`src/rtl/clock_pkg.sv`:
```
// Shared constants and helpers for the runtime-ratio clock divider.
// The ratio clamp lives here so the divider and anything modelling it agree.
package clock_pkg;

    localparam int unsigned MIN_RATIO = 2;

    // Ratios below the minimum would leave no low or no high phase.
    function automatic int unsigned clamp_ratio(input int unsigned ratio);
        return (ratio < MIN_RATIO) ? MIN_RATIO : ratio;
    endfunction

endpackage

```
`src/rtl/mod_n_counter.sv`:
```
// Modulo-N phase counter with a shadow ratio register.
// The shadow loads only at reset, clear or wrap, so a running period never changes length.
module mod_n_counter
    import clock_pkg::*;
#(
    parameter int unsigned CNT_W = 8
) (
    input  logic             clock,
    input  logic             reset,
    input  logic             enable_i,
    input  logic             sync_clear_i,
    input  logic [CNT_W-1:0] div_ratio_i,
    output logic [CNT_W-1:0] cnt_o,
    output logic [CNT_W-1:0] cnt_next_o,
    output logic [CNT_W-1:0] ratio_next_o,
    output logic             update_o
);

    logic [CNT_W-1:0] cnt_q, cnt_d;
    logic [CNT_W-1:0] ratio_q, ratio_d;
    logic [CNT_W-1:0] ratio_load;
    logic             wrap;

    assign ratio_load = CNT_W'(clamp_ratio(32'(div_ratio_i)));
    assign wrap       = (cnt_q == ratio_q - CNT_W'(1));

    // Clear outranks enable; a held enable freezes both counter and shadow ratio.
    always_comb begin
        cnt_d    = cnt_q;
        ratio_d  = ratio_q;
        update_o = 1'b0;
        if (sync_clear_i) begin
            cnt_d    = '0;
            ratio_d  = ratio_load;
            update_o = 1'b1;
        end else if (enable_i) begin
            update_o = 1'b1;
            if (wrap) begin
                cnt_d   = '0;
                ratio_d = ratio_load;
            end else begin
                cnt_d = cnt_q + CNT_W'(1);
            end
        end
    end

    always_ff @(posedge clock) begin
        if (reset) begin
            cnt_q   <= '0;
            ratio_q <= ratio_load;
        end else begin
            cnt_q   <= cnt_d;
            ratio_q <= ratio_d;
        end
    end

    assign cnt_o        = cnt_q;
    assign cnt_next_o   = cnt_d;
    assign ratio_next_o = ratio_d;

endmodule

```
`src/rtl/clock_divider_n.sv`:
```
// Divide-by-N clock generator: registered divided clock plus rise/fall strobes.
// Outputs are decoded from the counter's next state so every output is a plain flop.
module clock_divider_n
    import clock_pkg::*;
#(
    parameter int unsigned CNT_W = 8
) (
    input  logic             clock,
    input  logic             reset,
    input  logic             enable,
    input  logic             sync_clear,
    input  logic [CNT_W-1:0] div_ratio,
    output logic             out_clock,
    output logic             rise_tick,
    output logic             fall_tick,
    output logic [CNT_W-1:0] phase
);

    logic [CNT_W-1:0] cnt_next;
    logic [CNT_W-1:0] ratio_next;
    logic [CNT_W-1:0] half;
    logic             update;

    logic out_clock_q, out_clock_d;
    logic rise_tick_q, rise_tick_d;
    logic fall_tick_q, fall_tick_d;

    mod_n_counter #(
        .CNT_W(CNT_W)
    ) u_counter (
        .clock       (clock),
        .reset       (reset),
        .enable_i    (enable),
        .sync_clear_i(sync_clear),
        .div_ratio_i (div_ratio),
        .cnt_o       (phase),
        .cnt_next_o  (cnt_next),
        .ratio_next_o(ratio_next),
        .update_o    (update)
    );

    // At a wrap ratio_next is the freshly loaded ratio, so the new period decodes correctly.
    assign half = ratio_next >> 1;

    always_comb begin
        out_clock_d = out_clock_q;
        rise_tick_d = rise_tick_q;
        fall_tick_d = fall_tick_q;
        if (update) begin
            out_clock_d = (cnt_next >= half);
            rise_tick_d = (cnt_next == half - CNT_W'(1));
            fall_tick_d = (cnt_next == ratio_next - CNT_W'(1));
        end
    end

    always_ff @(posedge clock) begin
        if (reset) begin
            out_clock_q <= 1'b0;
            rise_tick_q <= 1'b0;
            fall_tick_q <= 1'b0;
        end else begin
            out_clock_q <= out_clock_d;
            rise_tick_q <= rise_tick_d;
            fall_tick_q <= fall_tick_d;
        end
    end

    assign out_clock = out_clock_q;
    assign rise_tick = rise_tick_q;
    assign fall_tick = fall_tick_q;

endmodule

```
`config.mk`:
```
export PLATFORM = sky130hd
export DESIGN_NAME = clock_divider_n
export DESIGN_NICKNAME = d
export VERILOG_FILES = /design/src/rtl/clock_pkg.sv /design/src/rtl/mod_n_counter.sv /design/src/rtl/clock_divider_n.sv
export SDC_FILE = /design/constraint.sdc
export NUM_CORES = 1
export LEC_CHECK = 0
export CAP_MARGIN = 5
export CORE_MARGIN = 2
export CORE_UTILIZATION = 25
export DETAILED_ROUTE_END_ITERATION = 8
export SETUP_SLACK_MARGIN = 0.02
export SLEW_MARGIN = 10
export SYNTH_ARGS = -nofsm -noshare
export SYNTH_HDL_FRONTEND = slang
export SYNTH_SLANG_ARGS = --single-unit
```
`constraint.sdc`:
```
create_clock -name clock -period 3.96 [get_ports clock]
set_clock_uncertainty 0.1 [all_clocks]
set_input_delay 0.396 -clock clock [delete_from_list [all_inputs] [get_ports clock]]
set_output_delay 0.396 -clock clock [all_outputs]
set_load 0.005 [all_outputs]
```
==> flow_summary.ini <==
[worst_setup_path]
crit_arrival_ns = 3.84
cp-end-kind = flop
cp_cell_sequence = inv_1 -> ha_1 -> and3_2 -> nor4_4 -> a41o_1 -> mux2_4 -> inv_1 -> ha_2 -> nand2b_1 -> nor3_2 -> xnor2_1 -> xnor2_1 -> a21oi_1 -> a2111oi_2 -> a32o_1
startpoint_type = flop
critPathRequiredTime_ns = 4.08
path_class = flop to flop
slowest_delay_ns = 0.39
slowest_stage = dfxtp_2
path_max_fanout = 6

[clocking]
h-tree-depth = 1
cts_tree = yes
clock_sinks = 19
clkSlewWorstSetupHoldPaths_ns = 0.09
root_buffer = clkbuf_8
cts-hold-fix-buffers = 0
cts_buffer_depth = 2
clkLatencyLatePin_ns = 0.27
cts_buffers = 3

[final_layout]
finish.instance_area_um2 = 2410
fillCellCount = 810
num-nets-final = 292
antenna_cells = 0
final_util_pct = 31.6
area_delta_synth_final_pct = 22.9
final_cells = 370
final_layout_size_suffix_gt1_share_pct = 15.3

[detailed_routing]
drc = 0
vias_per_cell = 5.09
routed_wl_um = 5830
vias = 1883
routedWlPerCell_um = 15.8
firstDrtPassIters = 4
drt_iter0_drc = 74
ant_nets = 0

[sta]
hold_viol_final = 0
setup_violations = 0
fin_crit_ns = 3.72
tns_ns = 0
hold_slack_ns = 0.375
tightest_slew_ns = 0.840
fin_ws_ns = 0.240
final.period_utilization_pct = 94.0
slew_headroom_pct = 43.8
max_clock_freq_ghz = 0.269
report.final.slew_viol_count = 0
rsz0062_at_grt = false

[logic_synthesis]
synth_ff_type = dfxtp_1
async_flop_share_pct = 0
synthDominantCellAreaShare_pct = 19.4
synth.cell_area_um2 = 1960
synth.area.mux_share_pct = 8.22
yosys.area_share.simple_pct = 23.3
synth_top_area_cell = dfxtp_1
synth_compound_area_share_pct = 17.8
yosys.area_share.adder_pct = 7.01
synth_edf_count = 0
ys_ff_latch = 19
syn_avg_cell_area_um2 = 8.11
yosysWarningCount = 0
yosysSeqAreaShare_pct = 19.4
synth_xor_area_share_pct = 17.3
synth_top_family_by_area = simple AND/OR/NAND/NOR gates
postSynthCellCount = 242
ys_top_cells_by_area = dfxtp_1, xnor2_1, ha_1
synth_cell_type_count = 54
syn-num-nets = 265

[die]
initial_core_util_pct = 25.7
die_area_um2 = 8580
num_io_pins = 23
placeableCoreArea_um2 = 7650
dieWidth_um = 92.6
die_h_um = 92.6
rows = 32

[global_route]
grt_pass1_vias = 1883
global_route.usage.total_pct = 14.2
grt_first_pass_wirelength_um = 9640
grt_overflow = 0
grt_max_degree = 27
antenna_found_initial = 0

[placed_design]
io_buffers = 22
gp_congestion = 0.868
placed_cells = 366
place_ws_ns = -0.0395
hpwlAfterDp_um = 4650
placed_area_um2 = 2330

[power_and_ir_drop]
fin_total_pwr_mw = 0.598
power_density_nw_per_um2 = 248
leakagePower_nw = 0.951
ir_worst_vdd_mv = 0.113

[run]
maxCapViolations = 0

[outcome]
outcome = finished, final reports clean

[worst_hold_path]
min_path_type = flop to flop
cell usage after synthesis, types with 9 or more instances:
| cell | count |
|---|---|
| nor2_1 | 27 |
| xnor2_1 | 23 |
| dfxtp_1 | 19 |
| a21oi_1 | 15 |
| xor2_1 | 14 |
| nor3_1 | 13 |
| ha_1 | 11 |
| inv_1 | 11 |
| nand2_1 | 10 |
| mux2i_1 | 9 |
cell usage in the layout, fill, tap and decap left out, types with 4 or more instances in the layout:
master and n:
nor2_1 27, xnor2_1 23, clkdlybuf4s50_1 22, dfxtp_1 16, a21oi_1 15, buf_4 15, xor2_1 14, nor3_1 12
inv_1 11, nand2_1 10, ha_1 10, mux2i_1 9, a21o_1 5, nand4_1 5, nand2b_1 5, nand3_1 5
a31oi_1 4
layer usage:
| layer | GRT usage, % | vias to the layer above | wire length [um] |
|---|---|---|---|
| li1 | - | 919 | - |
| met1 | 18.7 | 903 | 2700 |
| met2 | 23.7 | 49 | 2700 |
| met3 | 2.60 | 12 | 304 |
| met4 | 4.04 | 0 | 131 |
| met5 | 0 | - | 0 |
cells by family (layout without fill, tap and decap cells):
group | count (synthesis) | count (layout)
buffers and inverters | 26 | 52
adder cells (fa/ha/maj) | 11 | 11
AO/OA/AOI/OAI | 48 | 48
XOR/XNOR | 38 | 38
flip-flops | 19 | 19
multiplexers | 14 | 14
AND/OR/NAND/NOR | 86 | 86
report_power, final:
part           total [mW]  switching [mW]  internal, mW
logic               0.222           0.116         0.105
registers           0.224          0.0225         0.202
clock network       0.152          0.0820        0.0705
total               0.598           0.221         0.378
flip-flops by register name (all words and copies together) (netlist names):
register,cells
u_counter.cnt_o,8
u_counter.ratio_q,8
fall_tick,1
out_clock,1
rise_tick,1
final cells by class:
class,instances,area [um^2],share of cell area [%]
inverter,11,41.3,1.71
timing repair buffer,37,333,13.8
multi-input combinational,197,1480,61.4
clock buffer,3,41.3,1.71
clock inverter,1,5.00,0.207
sequential,19,384,15.9
tap,102,128,5.29
worst paths after layout:
kind / end / depth (start not counted) / from / slack, ns
worst max-delay path: fall_tick$_SDFFE_PP0P_ / 15 / u_counter.ratio_q[0]$_DFF_P_ / 0.24
worst max register to register: fall_tick$_SDFFE_PP0P_ / 15 / u_counter.ratio_q[0]$_DFF_P_ / 0.24
worst min register to register: rise_tick$_SDFFE_PP0P_ / 2 / rise_tick$_SDFFE_PP0P_ / 0.37
worst min-delay path: rise_tick$_SDFFE_PP0P_ / 2 / rise_tick$_SDFFE_PP0P_ / 0.37
timing repair:
item                                   in CTS  in global routing
resized for setup                           4                  7
pin swaps                                   1                  2
buffers inserted                            0                  0
endpoints found under the hold margin       0                  0
setup endpoints to repair                   1                  2
critical path: cells and delay by family (launching register included):
kind	cells	cell delay, ns
compound gates	4	1.00
xor+xnor	2	0.32
flops	1	0.39
fa+ha+maj	2	0.52
simple gates	4	0.84
buf+inv	2	0.15
mux	1	0.34
Note: power is estimated with default switching activity, not from simulation.
